===== src/rtl/mfm_write_encoder_if.sv =====
`default_nettype none
// ============================================================================
// Interface : mfm_write_encoder_if
// Summary   : Word stream from the sector write sequencer into the MFM write
//             encoder (valid/ready handshake with a last-word marker).
// Revision  : 1.0
// ============================================================================
interface mfm_write_encoder_if;
   logic [15:0] word_in;
   logic        word_valid;
   logic        word_last;
   logic        word_ready;

   modport master (
      output word_in,
      output word_valid,
      output word_last,
      input  word_ready
   );

   modport slave (
      input  word_in,
      input  word_valid,
      input  word_last,
      output word_ready
   );
endinterface
`default_nettype wire


===== src/rtl/mfm_write_encoder.sv =====
`default_nettype none
// ============================================================================
// Module   : mfm_write_encoder
// Summary  : Serializes 16-bit words into an MFM write stream (preamble, sync,
//            data, postamble) and drives RL02 write data and write gate.
//            Define MFM_WRITE_CRC_EN to append a CRC-16 trailer.
// Revision : 1.0
// ============================================================================
module mfm_write_encoder #(
   parameter int HALF_CELL_CLKS = 8,
   parameter int PREAMBLE_BITS  = 47,
   parameter int POSTAMBLE_BITS = 16
) (
   input  wire logic           clk_in,
   input  wire logic           rst_in,
   input  wire logic           start,
   mfm_write_encoder_if.slave  wr,
   output logic                Drive_mfm_out,
   output logic                Drive_wg_out,
   output logic                busy,
   output logic                underrun
);

   localparam int c_clk_w    = $clog2(HALF_CELL_CLKS);
   localparam int c_bits_max = (PREAMBLE_BITS > POSTAMBLE_BITS)
                             ? ((PREAMBLE_BITS  > 16) ? PREAMBLE_BITS  : 16)
                             : ((POSTAMBLE_BITS > 16) ? POSTAMBLE_BITS : 16);
   localparam int c_bit_w    = $clog2(c_bits_max);

   localparam logic [c_clk_w-1:0] c_clk_last  = c_clk_w'(HALF_CELL_CLKS - 1);
   localparam logic [c_bit_w-1:0] c_pre_last  = c_bit_w'(PREAMBLE_BITS - 1);
   localparam logic [c_bit_w-1:0] c_post_last = c_bit_w'(POSTAMBLE_BITS - 1);
   localparam logic [c_bit_w-1:0] c_word_last = c_bit_w'(15);

   typedef enum logic [2:0] {
      S_IDLE      = 3'd0,
      S_PREAMBLE  = 3'd1,
      S_SYNC      = 3'd2,
      S_DATA      = 3'd3,
      S_CRC       = 3'd4,
      S_POSTAMBLE = 3'd5
   } state_t;

   state_t               r_state;
   state_t               w_state_next;

   logic [c_clk_w-1:0]   r_clk_cnt;
   logic                 r_half;
   logic [c_bit_w-1:0]   r_bit_cnt;
   logic                 r_prev;
   logic [15:0]          r_shift;
   logic [15:0]          r_buf;
   logic                 r_buf_full;
   logic                 r_buf_last;
   logic                 r_last_seen;
   logic                 r_underrun;

   logic                 w_cell_end;
   logic                 w_cur_bit;
   logic                 w_move;
   logic                 w_underrun_set;
   logic                 w_ready;
   logic                 w_accept;

`ifdef MFM_WRITE_CRC_EN
   logic [15:0]          r_crc;
   logic [15:0]          w_crc_next;
`endif

   assign w_cell_end = r_half & (r_clk_cnt == c_clk_last);

   always_comb begin
      w_cur_bit = 1'b0;
      case (r_state)
         S_SYNC:        w_cur_bit = 1'b1;
         S_DATA, S_CRC: w_cur_bit = r_shift[15];
         default:       w_cur_bit = 1'b0;
      endcase
   end

   // Holding buffer is only open in the front half of a frame, and never
   // after the word flagged last has been taken.
   always_comb begin
      w_ready = 1'b0;
      case (r_state)
         S_IDLE, S_PREAMBLE, S_SYNC, S_DATA:
            w_ready = ~r_buf_full & ~r_last_seen & ~rst_in;
         default: w_ready = 1'b0;
      endcase
   end

   assign wr.word_ready = w_ready;
   assign w_accept      = wr.word_valid & w_ready;

`ifdef MFM_WRITE_CRC_EN
   // CRC-16 (x^16+x^15+x^2+1), one data bit per cell, MSB-first order
   assign w_crc_next = {r_crc[14:0], 1'b0}
                     ^ ({16{r_crc[15] ^ w_cur_bit}} & 16'h8005);
`endif

   always_ff @(posedge clk_in or posedge rst_in) begin
      if (rst_in) begin
         r_state <= S_IDLE;
      end else begin
         r_state <= w_state_next;
      end
   end

   always_comb begin
      w_state_next   = r_state;
      w_move         = 1'b0;
      w_underrun_set = 1'b0;
      case (r_state)
         S_IDLE: begin
            if (start) begin
               w_state_next = S_PREAMBLE;
            end
         end
         S_PREAMBLE: begin
            if (w_cell_end && (r_bit_cnt == c_pre_last)) begin
               w_state_next = S_SYNC;
            end
         end
         S_SYNC: begin
            if (w_cell_end) begin
               if (r_buf_full) begin
                  w_move       = 1'b1;
                  w_state_next = S_DATA;
               end else begin
                  w_underrun_set = 1'b1;
                  w_state_next   = S_POSTAMBLE;
               end
            end
         end
         S_DATA: begin
            if (w_cell_end && (r_bit_cnt == c_word_last)) begin
               if (r_last_seen) begin
`ifdef MFM_WRITE_CRC_EN
                  w_state_next = S_CRC;
`else
                  w_state_next = S_POSTAMBLE;
`endif
               end else if (r_buf_full) begin
                  w_move = 1'b1;
               end else begin
                  w_underrun_set = 1'b1;
                  w_state_next   = S_POSTAMBLE;
               end
            end
         end
`ifdef MFM_WRITE_CRC_EN
         S_CRC: begin
            if (w_cell_end && (r_bit_cnt == c_word_last)) begin
               w_state_next = S_POSTAMBLE;
            end
         end
`endif
         S_POSTAMBLE: begin
            if (w_cell_end && (r_bit_cnt == c_post_last)) begin
               w_state_next = S_IDLE;
            end
         end
         default: w_state_next = S_IDLE;
      endcase
   end

   always_ff @(posedge clk_in or posedge rst_in) begin
      if (rst_in) begin
         r_clk_cnt   <= '0;
         r_half      <= 1'b0;
         r_bit_cnt   <= '0;
         r_prev      <= 1'b0;
         r_shift     <= '0;
         r_buf       <= '0;
         r_buf_full  <= 1'b0;
         r_buf_last  <= 1'b0;
         r_last_seen <= 1'b0;
         r_underrun  <= 1'b0;
      end else begin
         // Cell timing restarts on every state change so each state begins
         // on a fresh bit cell.
         if ((r_state != w_state_next) || (r_state == S_IDLE)) begin
            r_clk_cnt <= '0;
            r_half    <= 1'b0;
            r_bit_cnt <= '0;
         end else if (r_clk_cnt == c_clk_last) begin
            r_clk_cnt <= '0;
            r_half    <= ~r_half;
            if (r_half) begin
               r_bit_cnt <= ((r_state == S_DATA) && (r_bit_cnt == c_word_last))
                          ? '0 : r_bit_cnt + c_bit_w'(1);
            end
         end else begin
            r_clk_cnt <= r_clk_cnt + c_clk_w'(1);
         end

         if (r_state == S_IDLE) begin
            r_prev <= 1'b0;
         end else if (w_cell_end) begin
            r_prev <= w_cur_bit;
         end

         if (w_move) begin
            r_shift <= r_buf;
`ifdef MFM_WRITE_CRC_EN
         end else if ((r_state == S_DATA) && (w_state_next == S_CRC)) begin
            r_shift <= w_crc_next;
`endif
         end else if (w_cell_end && ((r_state == S_DATA) || (r_state == S_CRC))) begin
            r_shift <= {r_shift[14:0], 1'b0};
         end

         if (w_accept) begin
            r_buf      <= wr.word_in;
            r_buf_last <= wr.word_last;
            r_buf_full <= 1'b1;
         end else if (w_move) begin
            r_buf_full <= 1'b0;
         end

         if ((r_state == S_IDLE) || (w_state_next == S_IDLE)) begin
            r_last_seen <= 1'b0;
         end else if (w_move) begin
            r_last_seen <= r_buf_last;
         end

         if ((r_state == S_IDLE) && start) begin
            r_underrun <= 1'b0;
         end else if (w_underrun_set) begin
            r_underrun <= 1'b1;
         end
      end
   end

`ifdef MFM_WRITE_CRC_EN
   always_ff @(posedge clk_in or posedge rst_in) begin
      if (rst_in) begin
         r_crc <= '0;
      end else if (r_state == S_IDLE) begin
         r_crc <= '0;
      end else if ((r_state == S_DATA) && w_cell_end) begin
         r_crc <= w_crc_next;
      end
   end
`endif

   assign busy          = (r_state != S_IDLE);
   assign Drive_wg_out  = busy;
   assign underrun      = r_underrun;
   assign Drive_mfm_out = busy & (r_half ? w_cur_bit : (~w_cur_bit & ~r_prev));

endmodule
`default_nettype wire


===== src/flat_wrapper.sv =====
// flat-port wrapper written by rule: the top's interface ports become plain ports
module mfm_write_encoder_flat 
#(
   parameter int HALF_CELL_CLKS = 8,
   parameter int PREAMBLE_BITS  = 47,
   parameter int POSTAMBLE_BITS = 16
)
  (clk_in, rst_in, start, Drive_mfm_out, Drive_wg_out, busy, underrun, wr_word_in, wr_word_valid, wr_word_last, wr_word_ready);
  mfm_write_encoder_if wr_i ();
  input  wire logic clk_in;
  input  wire logic rst_in;
  input  wire logic start;
  output logic Drive_mfm_out;
  output logic Drive_wg_out;
  output logic busy;
  output logic underrun;
  input wire logic [$bits(wr_i.word_in)-1:0] wr_word_in;
  input wire logic [$bits(wr_i.word_valid)-1:0] wr_word_valid;
  input wire logic [$bits(wr_i.word_last)-1:0] wr_word_last;
  output wire logic [$bits(wr_i.word_ready)-1:0] wr_word_ready;
  assign wr_i.word_in = wr_word_in;
  assign wr_i.word_valid = wr_word_valid;
  assign wr_i.word_last = wr_word_last;
  assign wr_word_ready = wr_i.word_ready;
  mfm_write_encoder #(.HALF_CELL_CLKS(HALF_CELL_CLKS), .PREAMBLE_BITS(PREAMBLE_BITS), .POSTAMBLE_BITS(POSTAMBLE_BITS)) u_core (.clk_in(clk_in), .rst_in(rst_in), .start(start), .wr(wr_i), .Drive_mfm_out(Drive_mfm_out), .Drive_wg_out(Drive_wg_out), .busy(busy), .underrun(underrun));
endmodule

===== config.mk =====
export PLATFORM = sky130hd
export DESIGN_NAME = mfm_write_encoder_flat
export DESIGN_NICKNAME = d
export VERILOG_FILES = /design/src/rtl/mfm_write_encoder_if.sv /design/src/rtl/mfm_write_encoder.sv /design/src/flat_wrapper.sv
export SDC_FILE = /design/constraint.sdc
export NUM_CORES = 1
export LEC_CHECK = 0
export CORE_MARGIN = 10
export CORE_UTILIZATION = 39
export CTS_CLUSTER_DIAMETER = 30
export DETAILED_ROUTE_END_ITERATION = 10
export PLACE_DENSITY = 0.68
export SLEW_MARGIN = 20
export SYNTH_ARGS = -nofsm -noshare
export SYNTH_HDL_FRONTEND = slang
export SYNTH_SLANG_ARGS = --single-unit

===== constraint.sdc =====
create_clock -name clk_in -period 4.6 [get_ports clk_in]
set_clock_uncertainty 0.2 [all_clocks]
set_input_delay 0.92 -clock clk_in [delete_from_list [all_inputs] [get_ports clk_in]]
set_output_delay 0.92 -clock clk_in [all_outputs]
set_load 0.01 [all_outputs]

After elaboration in Yosys (flattened, before gate mapping) --
Cells that the tools add are included. W data, S select, Z words.
Cells by class: reductions and logical operators 21, add/subtract/negate cells 2, shift operators 0, eq/ne operators 9, muxes and demuxes 40, bitwise gates (word level) 12, order comparisons 0, $mul 0, div/mod/pow operators 0
Operators with widths (number):
- $mux W16 | 2
- $mux W3 | 10
- $mux W6 | 4
- $mux W1 | 20
- $pmux W3 S5 | 1
- $reduce_bool A2 Y1 | 7
- $eq A3 B3 Y1 const B | 3
- $add A6 B1 Y6 const B | 1
- $and A1 B1 Y1 | 6
- $eq A3 B2 Y1 const B | 2
- $eq A6 B4 Y1 const B | 1
- $eq A6 B6 Y1 const B | 1
- $logic_not A3 Y1 | 2
- $not A1 Y1 | 6
- $pmux W1 S2 | 3
- $logic_and A1 B1 Y1 | 5
- $reduce_or A4 Y1 | 1
- $add A3 B1 Y3 const B | 1
- $eq A3 B1 Y1 const B | 1
- $logic_or A1 B1 Y1 | 3
- $ne A3 B3 Y1 | 1
- $reduce_bool A3 Y1 | 1
- $reduce_and A2 Y1 | 1
- $reduce_or A2 Y1 | 1
Storage, ports and cells: bits in latches 0, bits in registers 50, bits in read-only memories 0, memory bits (writable) 0, input port bits 21, output and inout bits 5, word-level logic and storage cells 95, memories kept 0

Logic depth before layout (Yosys ltp) --
Gate-level depths: netlist of run 1.
depth in word-level cells 9, gate-level depth with buffers 9

Worst setup path before layout of run 1 --
Ideal clock, no wire load.
kind in2reg, from in rst_in, to reg u_core.r_buf[0], cell stages on the path 4, path buffers 1, data required time 4275 ps, library setup time 125 ps, slack 2033 ps, data arrival time 2242 ps, cell sequence nor4_1 > nand2_1 > clkbuf_1 > mux2_2
Between the ends: word-level cells in the longest chain between the ends 4
RTL lines:
- from (decl) | RTL line flat_wrapper.sv:11 | input wire logic rst_in;
- $not A1 Y1 | RTL line mfm_write_encoder.sv:87 | w_ready = ~r_buf_full & ~r_last_seen & ~rst_in;
- $and A1 B1 Y1 | RTL line mfm_write_encoder.sv:87
- $mux W1 | RTL line mfm_write_encoder.sv:85 | case (r_state)
- $and A1 B1 Y1 | RTL line mfm_write_encoder.sv:93 | assign w_accept = wr.word_valid & w_ready;
- to (signal assigned) | RTL line mfm_write_encoder.sv:214 | r_buf <= wr.word_in;
- to (decl) | RTL line mfm_write_encoder.sv:52 | logic [15:0] r_buf;
No other way between the ends. A chain may end at the register's enable or synchronous reset.

Worst setup path in the final report of run 1 --
from in rst_in, to out wr_word_ready
Between the ends: word-level cells in the longest chain between the ends 3
RTL lines:
- $not A1 Y1 | RTL line mfm_write_encoder.sv:87
- $and A1 B1 Y1 | RTL line mfm_write_encoder.sv:87
- $mux W1 | RTL line mfm_write_encoder.sv:85
- to (decl) | RTL line flat_wrapper.sv:20 | output wire logic [$bits(wr_i.word_ready)-1:0] wr_word_ready;
No other way between the ends.

==> impl_results.md, run 1 <==
- Status: finished, final reports clean
- P_int: 626 uW
- Area growth syn-to-layout: 14.5%
- TritonRoute pass-1 iters: 4
- R2R Path End: u_core.r_shift[0]
- H-Tree Depth: 2
- Post-synth top area cell: dfrtp_1
- Vias/cell: 5.41
- DR DRC count: 0
- CP most frequent cell: clkdlybuf4s50_1
- Crit path time final: 3.35 ns
- Crit start category: input port
- Sw Share: 19.5%
- Largest family of logic cells by synthesized area: simple AND/OR/NAND/NOR gates
- Reg2Reg Depth: 7
- Fmax: 298 MHz
- CP max stage cell: clkdlybuf4s50_1
- Num CTS Buffers: 5
- Worst r2r src: u_core.r_clk_cnt[0]
- Fillers: 633
- Slew Viols, Final: 0
- Num rows: 29
- Combinational share of power: 4.0%
- Final setup violation count: 0
- Tcrit/Tclk final: 72.9%
- Die ar.: 0.0100 mm^2
- Switch Pwr: 152 uW
- Wirelength per Cell: 13.5 um
- Area share of fa/ha/maj cells after synthesis: 1.99%
- Hold Path Stages: 1
- Worst path top cell family by delay: buffers and inverters
- First-pass GRT wire length: 8250 um
- Final hold vios: 0
- # port buffers: 25
- Hold Buf Count CTS: 0
- Hold Crit Endpoint: u_core.r_clk_cnt[0]
- Grt ovf: 0
- Die X: 100 um
- Largest net degree at the start of global routing: 51
- Yosys reg bits: 50
- Mux share of post-synthesis cell area: 14.0%
- Synth Area in Simple Gates: 14.9%
- Top area cells in the synthesized netlist: dfrtp_1 (50%), mux2_2 (7.6%), mux2i_1 (6.4%)
- Hold WS: 0.259 ns
- PwrDens: 271 mW/mm^2
- CP peak stage delay: 0.62 ns
- Post-Synthesis Cell Area: 0.00251 mm^2
- CP startpoint: rst_in
- Starting Density: 39.8%
- Register Area: 0.00125 mm^2
- Sequential fraction of the synthesis area: 49.9%
- Avg Cell Area, Syn: 10.6 um^2
- CTS tree: built
- Worst-path clk slew: 0.08 ns
- Post-CTS setup buffers: 0
- Share of cells above drive strength 1: 14.0%
- Levels on crit path: 3
- Syn Nets: 261
- Vias in the first global route: 1886
- CP cell instances: clkdlybuf4s50_1 > nor4_1 > clkdlybuf4s50_1
- Routed WL: 4520 um
- Post-CTS Resized: 0
- Peak supply drop: 0.159 mV
- Number of library cell types mapped by synthesis: 50
- Register share of total power: 57.5%
- Io pins: 26
- Warnings from Yosys: 0
- Maximum Capacitance Violations: 0
- CTS sink cnt: 50
- Core ar.: 0.00631 mm^2
- Initial antenna violation count: 0
- Worst-Margin Slew: 0.844 ns
- Worst endpoint required time: 3.48 ns
- Total GRT Usage: 9.71%
- Worst min-delay path class: reg2reg
- CP arrival: 2.23 ns
- Post-synth top area share: 49.9%
- Critical path type: in2out
- Primary FF master, synth: dfrtp_1
- Ant diodes: 0
- Routed vias: 1807
- Post-synth ARST share: 100%
- Compound-Gate Fraction of Synth Area: 13.2%
- Clock Power Share: 38.5%
- Slew margin rel.: 43.7%
- Buf/Inv on CP: 2
- Hold wc startpoint: u_core.r_clk_cnt[0]
- CP endpoint kind: output pin
- CP max FO: 2
- RSZ-0062 raised after global routing: no
- Routability cong.: 0.838
- Synth Instances: 236
- CTS root buffer: clkbuf_8
- Synth Area in XOR/XNOR: 1.05%
- NumNets Final: 281
- Leak: 1.43 nW
- Post-DRT Antenna Nets: 0
- Post-synth EDFFs: 0
- Multi-input combinational cell area: 0.00113 mm^2
- R2R setup slack: 1.98 ns
- CTS Buffer Depth: 2
- Clock latency at the later pin of the worst-skew pair: 0.30 ns
- Hpwl dp: 3170 um
- Die Y: 100 um
- 1st-iter DRT viols: 104
- Setup TNS: 0 ns
## worst max path at each step
stage	endpoint	slack, ns
detailed placement	wr_word_ready	1.27
finish	wr_word_ready	1.25
global placement	wr_word_ready	1.27
floorplan	u_core.r_buf[0]	2.03
CTS	Drive_mfm_out	1.23
global route	Drive_mfm_out	1.10
## power by group through the flow
stage	Sequential, mW	Clock, mW	Combinational, mW
6_report	0.448	0.299	0.0311
5_1_grt	0.449	0.333	0.0347
4_1_cts	0.448	0.314	0.0322
3_5_place_dp	0.456	0	0.0321
3_3_place_gp	0.456	0	0.0317
2_1_floorplan	0.456	0	0.0120
## state kept, by name, indices dropped and copies added (netlist names)
register,count
u_core.r_state,3
u_core.underrun,1
u_core.r_bit_cnt,6
u_core.r_shift,16
u_core.r_buf_full,1
u_core.r_last_seen,1
u_core.r_buf,16
u_core.r_buf_last,1
u_core.r_clk_cnt,3
u_core.r_half,1
u_core.r_prev,1
## routing by layer
metal / vias up / global-route usage [%] / wire length, um
met5: - / 0 / 0
met4: 0 / 3.91 / 60
met3: 7 / 3.16 / 237
met2: 44 / 15.6 / 2120
met1: 878 / 11.7 / 2100
li1: 878 / - / -
## metrics by stage
stage	utilization [%]	setup slack [ns]	cells	power (mW)	area, um^2
after floorplan	-	2.03	236	0.468	2510
after global placement	43.8	1.27	326	0.488	2760
after detailed placement	43.8	1.27	326	0.489	2760
after CTS	45.5	1.23	334	0.794	2870
after global routing	45.5	1.10	334	0.816	2870
final	45.5	1.25	334	0.778	2870
## placed cells by master (no fill, tap or decap), types with 6 or more instances in the layout
cell type	instances
dfrtp_1	50
nor2_1	33
a21oi_1	25
clkdlybuf4s50_1	25
mux2_2	17
mux2i_1	16
nand2_1	11
inv_1	8
o21ai_0	6
## cell type report
cell class,instances,share of cell area [%]
clock inverter,2,1.31
tap,77,3.35
multi-input combinational,165,39.4
timing repair buffer,25,8.71
inverter,9,1.22
clock buffer,6,2.53
sequential,50,43.5
## cell usage after synthesis, drive strengths merged (3+ instances only)
| cell type | n |
|---|---|
| a21oi | 26 |
| mux2i | 16 |
| clkbuf | 5 |
| nor2 | 34 |
| buf | 7 |
| nand2 | 11 |
| mux2 | 17 |
| nand3b | 5 |
| o21ai | 8 |
| nand3 | 3 |
| dfrtp | 50 |
| inv | 9 |
| ha | 4 |
## cells by family (layout without fill, tap and decap cells)
family | Yosys count | in the layout
buf+inv | 21 | 42
mux | 33 | 33
flops | 50 | 50
xor+xnor | 3 | 3
compound gates | 51 | 51
simple gates | 74 | 74
fa+ha+maj | 4 | 4
Note: power is estimated with default switching activity, not from simulation.
==> run 2, diff against run 1 <==
==> constraint.sdc (replaced) <==
create_clock -name clk_in -period 3.3 [get_ports clk_in]
set_clock_uncertainty 0.2 [all_clocks]
set_input_delay 0.66 -clock clk_in [delete_from_list [all_inputs] [get_ports clk_in]]
set_output_delay 0.66 -clock clk_in [all_outputs]
set_load 0.01 [all_outputs]
==> impl_results.md, run 2 (same netlist as run 1, synthesis figures left out) <==
- CTS sink cnt: 50 (unchanged)
- Worst min-delay path class: reg2reg
- Tcrit/Tclk final: 86.3%
- Status: finished, final reports clean
- Critical path type: reg2out
- Num rows: 29 (unchanged)
- Leak: 1.45 nW (+1.4%)
- Hold WS: 0.259 ns (+0.000205 ns)
- Largest regs: u_core.r_buf (16), u_core.r_shift (16), u_core.r_bit_cnt (6)
- Worst Setup EP: Drive_mfm_out
- Die X: 100 um (unchanged)
- Crit start category: flip-flop
- Worst-path clk slew: 0.08 ns (about the same)
- Io pins: 26 (unchanged)
- Wirelength per Cell: 14.0 um (+3.4%)
- TritonRoute pass-1 iters: 4 (unchanged)
- CP endpoint kind: output pin
- Met2 Use GR: 16.2% (+0.59 points)
- H-Tree Depth: 2 (unchanged)
- Num CTS Buffers: 5 (unchanged)
- Routed vias: 1766 (-2.3%)
- Worst r2r src: u_core.r_clk_cnt[0]
- Layer with the highest usage: met2
- CP arrival: 1.99 ns (-0.24 ns)
- First-pass GRT wire length: 8420 um (+2.0%)
- Maximum Capacitance Violations: 0 (unchanged)
- Slew margin rel.: 45.8% (+2.1 points)
- CTS root buffer: clkbuf_8
- Global Route met1 Usage: 12.9% (+1.2 points)
- Reg2Reg Depth: 7 (unchanged)
- Area growth syn-to-layout: 15.7%
- R2R setup slack: 0.61 ns (-1.37 ns)
- Register share of total power: 57.6% (about the same)
- 1st-iter DRT viols: 54 (-48%)
- Post-CTS setup buffers: 0 (unchanged)
- Met3 Usage GRT: 2.88% (-0.27 points)
- Slew Viols, Final: 0 (unchanged)
- Crit path time final: 2.85 ns
- Clock latency at the later pin of the worst-skew pair: 0.29 ns (about the same)
- Post-DRT Antenna Nets: 0 (unchanged)
- Ant diodes: 0 (unchanged)
- Setup TNS: 0 ns (unchanged)
- Commonest non-fill, non-tap cell in the layout: dfrtp_1
- Fmax: 351 MHz
- Sw Share: 19.4% (-0.11 points)
- NumNets Final: 285 (+1.4%)
- Most frequent cells in the layout: dfrtp_1 (50), nor2_1 (33), a21oi_1 (25), clkdlybuf4s50_1 (25), mux2_2 (17)
- Worst-Margin Slew: 0.812 ns (-0.0322 ns)
- Peak supply drop: 0.256 mV (+61%)
- P_int: 873 uW (+40%)
- Final hold vios: 0 (unchanged)
- Total GRT Usage: 10.1% (+0.43 points)
- Final setup violation count: 0 (unchanged)
- PwrDens: 373 mW/mm^2 (+38%)
- Vias/cell: 5.22 (-3.4%)
- Largest net degree at the start of global routing: 51 (unchanged)
- Dpl cells: 330 (+1.2%)
- Non-filler cells, final: 338 (+1.2%)
- Starting Density: 39.8% (unchanged)
- R2R Path End: u_core.r_bit_cnt[1]
- Core ar.: 0.00631 mm^2 (unchanged)
- Share of cells above drive strength 1: 15.3% (+1.3 points)
- Combinational share of power: 4.1% (about the same)
- Clock Power Share: 38.3% (-0.2 points)
- Post-CTS Resized: 0 (unchanged)
- RSZ-0062 raised after global routing: no
- Routability cong.: 0.847 (+1.0%)
- Vias in the first global route: 1790 (-5.1%)
- Hold Buf Count CTS: 0 (unchanged)
- # port buffers: 25 (unchanged)
- CP max FO: 10 (+8)
- Die ar.: 0.0100 mm^2 (unchanged)
- Fin util: 46.0% (+0.46 points)
- CTS Buffer Depth: 2 (unchanged)
- Switch Pwr: 210 uW (+39%)
- DR DRC count: 0 (unchanged)
- Initial antenna violation count: 0 (unchanged)
- CP startpoint: u_core.r_half
- Hpwl dp: 3290 um (+3.7%)
- Worst endpoint required time: 2.44 ns (-1.04 ns)
- CTS tree: built
- Routed WL: 4730 um (+4.7%)
- Grt ovf: 0 (unchanged)
- Fillers: 615 (-2.8%)
- Die Y: 100 um (unchanged)
run 2: cell count changes in the layout (fill, tap and decap cells not counted):
cell / change
clkinv_2: -1
inv_2: +1
buf_4: +4
run 2: worst max-delay path: stages (launching register included):
cell             delay, ns
dfrtp_1               0.49
or4_1                 0.55
o211ai_1              0.09
clkdlybuf4s50_1       0.56
run 2: final cells by class:
class	count	area, um^2	share of cell area (%)
tap	77	96.3	3.32
timing repair buffer	29	280	9.66
clock buffer	6	72.6	2.50
multi-input combinational	165	1130	39.0
sequential	50	1250	43.1
inverter	9	33.8	1.16
clock inverter	2	37.5	1.29
run 2: worst min-delay path by stage:
stage,startpoint,to,slack (ns),depth (start not counted)
2_1_floorplan,u_core.r_clk_cnt[0],u_core.r_clk_cnt[0],0.21,1
3_3_place_gp,u_core.r_clk_cnt[0],u_core.r_clk_cnt[0],0.24,1
3_5_place_dp,u_core.r_clk_cnt[0],u_core.r_clk_cnt[0],0.25,1
4_1_cts,u_core.r_clk_cnt[0],u_core.r_clk_cnt[0],0.27,1
5_1_grt,u_core.r_clk_cnt[0],u_core.r_clk_cnt[0],0.29,1
6_report,u_core.r_clk_cnt[0],u_core.r_clk_cnt[0],0.26,1
run 2: per-layer routing:
metal  wire, um  part of all wire (%)
met5          0                     0
met4         61                   1.3
met3        160                   3.4
met2       2200                    47
met1       2300                    49
run 2: per-stage QoR:
| step | setup WS (ns) | cell area [um^2] | power [mW] |
|---|---|---|---|
| after CTS | 0.425 | 2900 | 1.10 |
| after global placement | 0.485 | 2790 | 0.681 |
| after detailed placement | 0.459 | 2790 | 0.682 |
| after global routing | 0.306 | 2900 | 1.14 |
| final | 0.454 | 2900 | 1.08 |
| after floorplan | 0.971 | 2510 | 0.652 |
run 2: power groups by stage:
stage,clock network (mW),logic (mW),registers (mW)
2_1_floorplan,0,0.0167,0.635
3_3_place_gp,0,0.0452,0.636
3_5_place_dp,0,0.0458,0.636
4_1_cts,0.432,0.0458,0.624
5_1_grt,0.464,0.0497,0.626
6_report,0.415,0.0442,0.624
==> run 3, diff against run 2 <==
--- a/config.mk
+++ b/config.mk
@@ -10,7 +10,7 @@
 export CTS_CLUSTER_DIAMETER = 30
 export DETAILED_ROUTE_END_ITERATION = 10
 export PLACE_DENSITY = 0.68
-export SLEW_MARGIN = 20
+export SLEW_MARGIN = 10
 export SYNTH_ARGS = -nofsm -noshare
 export SYNTH_HDL_FRONTEND = slang
 export SYNTH_SLANG_ARGS = --single-unit
==> constraint.sdc (replaced) <==
create_clock -name clk_in -period 2.9 [get_ports clk_in]
set_clock_uncertainty 0.2 [all_clocks]
set_input_delay 0.58 -clock clk_in [delete_from_list [all_inputs] [get_ports clk_in]]
set_output_delay 0.58 -clock clk_in [all_outputs]
set_load 0.01 [all_outputs]
==> impl_results.md, run 3 (same netlist as run 1, synthesis figures left out) <==
- CP max stage cell: clkdlybuf4s50_1
- Tcrit/Tclk final: 95.3%
- Worst min-delay path class: reg2reg
- Routed WL: 4740 um (+0.30%)
- Dpl cells: 334 (+1.2%)
- Peak supply drop: 0.406 mV (+59%)
- NumNets Final: 289 (+1.4%)
- Post-place setup slack: 0.202 ns (-0.257 ns)
- Fmax: 362 MHz
- Crit path time final: 2.76 ns
- Die ar.: 0.0100 mm^2 (unchanged)
- CTS root buffer: clkbuf_8
- Core ar.: 0.00631 mm^2 (unchanged)
- Leak: 1.46 nW (+1.3%)
- CP cell instances: or4_1 > o211ai_1 > clkdlybuf4s50_1
- CP arrival: 1.98 ns (about the same)
- Final Cell Area: 0.00293 mm^2 (+1.1%)
- Post-CTS setup buffers: 0 (unchanged)
- Largest net degree at the start of global routing: 33 (-35%)
- CP endpoint kind: output pin
- Worst-path clk slew: 0.09 ns (about the same)
- Most frequent cells in the layout: dfrtp_1 (50), nor2_1 (33), a21oi_1 (25), clkdlybuf4s50_1 (25), mux2_2 (17)
- Largest regs: u_core.r_buf (16), u_core.r_shift (16), u_core.r_bit_cnt (6)
- Non-filler cells, final: 342 (+1.2%)
- Slew margin rel.: 64.1% (+18 points)
- Critical path type: reg2out
- Post-DRT Antenna Nets: 0 (unchanged)
- Final worst slack: 0.136 ns (-0.318 ns)
- Worst endpoint required time: 2.12 ns (-0.32 ns)
- RSZ-0062 raised after global routing: no
- Routed vias: 1783 (+0.96%)
- Total power draw: 1.20 mW (+11%)
- Routability cong.: 0.900 (+6.2%)
- Hpwl dp: 3400 um (+3.4%)
- Final setup violation count: 0 (unchanged)
- CTS tree: built
- Num rows: 29 (unchanged)
- PwrDens: 408 mW/mm^2 (+9.3%)
- Status: finished, final reports clean
- Setup TNS: 0 ns (unchanged)
- Maximum Capacitance Violations: 0 (unchanged)
- Hold WS: 0.255 ns (-0.00431 ns)
- Post-CTS Resized: 0 (unchanged)
- Commonest non-fill, non-tap cell in the layout: dfrtp_1
- Vias/cell: 5.21 (-0.22%)
- Vias in the first global route: 1773 (-0.95%)
- Worst-Margin Slew: 0.525 ns (-0.286 ns)
- Clock latency at the later pin of the worst-skew pair: 0.30 ns (about the same)
- CTS Buffer Depth: 2 (unchanged)
- Fin util: 46.5% (+0.50 points)
- DR DRC count: 0 (unchanged)
- Die Y: 100 um (unchanged)
- Crit start category: flip-flop
- Hold Buf Count CTS: 0 (unchanged)
- Post-placement cell area: 0.00284 mm^2 (+1.5%)
- Grt ovf: 0 (unchanged)
- Share of cells above drive strength 1: 17.0% (+1.7 points)
- Final hold vios: 0 (unchanged)
- TritonRoute pass-1 iters: 4 (unchanged)
- CP max FO: 10 (unchanged)
- Num CTS Buffers: 5 (unchanged)
- Slew Viols, Final: 0 (unchanged)
- Io pins: 26 (unchanged)
- # port buffers: 25 (unchanged)
- H-Tree Depth: 2 (unchanged)
- CTS sink cnt: 50 (unchanged)
- Area growth syn-to-layout: 16.9%
- Wirelength per Cell: 13.9 um (-0.88%)
- Die X: 100 um (unchanged)
- Ant diodes: 0 (unchanged)
- CP peak stage delay: 0.56 ns (about the same)
- First-pass GRT wire length: 8090 um (-3.9%)
- Starting Density: 39.8% (unchanged)
- Total GRT Usage: 9.67% (-0.47 points)
- Initial antenna violation count: 0 (unchanged)
- 1st-iter DRT viols: 74 (+37%)
-- run 3: cell count changes in the layout (fill, tap and decap cells not counted) --
cell | previous run | this run
buf_12 | 0 | 1
buf_4 | 4 | 7
bufinv_16 | 1 | 0
clkbuf_1 | 1 | 0
clkbuf_8 | 5 | 6
inv_6 | 0 | 1
-- run 3: power breakdown --
group | leakage (nW) | switching [mW] | internal, mW | total [mW]
logic | 0.757 | 0.0198 | 0.0330 | 0.0528
registers | 0.660 | 0.00465 | 0.706 | 0.710
clock network | 0.0478 | 0.238 | 0.197 | 0.435
total | 1.46 | 0.262 | 0.935 | 1.20
-- run 3: path summary, 6_finish.rpt --
kind	slack, ns	endpoint	cells past startpoint	startpoint
max	0.14	Drive_mfm_out	3	u_core.r_half
min	0.25	u_core.r_clk_cnt[0]	1	u_core.r_clk_cnt[0]
max reg2reg	0.38	u_core.r_shift[4]	6	u_core.r_bit_cnt[0]
min reg2reg	0.25	u_core.r_clk_cnt[0]	1	u_core.r_clk_cnt[0]
max in group asynchronous	1.52	u_core.r_buf[6]	3	rst_in
min in group asynchronous	0.46	u_core.r_last_seen	2	rst_in
-- run 3: worst max-delay path, delay by kind of cell (launching register included) --
family / cells / cell delay (ns)
flip-flops: 1 / 0.49
AO/OA/AOI/OAI: 1 / 0.09
AND/OR/NAND/NOR: 1 / 0.55
buffers and inverters: 1 / 0.56
-- run 3: per-layer routing --
metal  GRT usage [%]  wire length, um  share of wire, %  up-vias
met5               0                0                 0        -
met4            3.26               59               1.2        0
met3            3.30              306               6.5        9
met2            16.2             2300                49       48
met1            11.2             2080                44      837
li1                -                -                 -      889
-- run 3: area by class of cell --
class	instances	area, um^2
sequential	50	1250
multi-input combinational	165	1130
inverter	9	33.8
fill	614	3380
clock inverter	2	16.3
tap	77	96.3
clock buffer	6	82.6
timing repair buffer	33	323
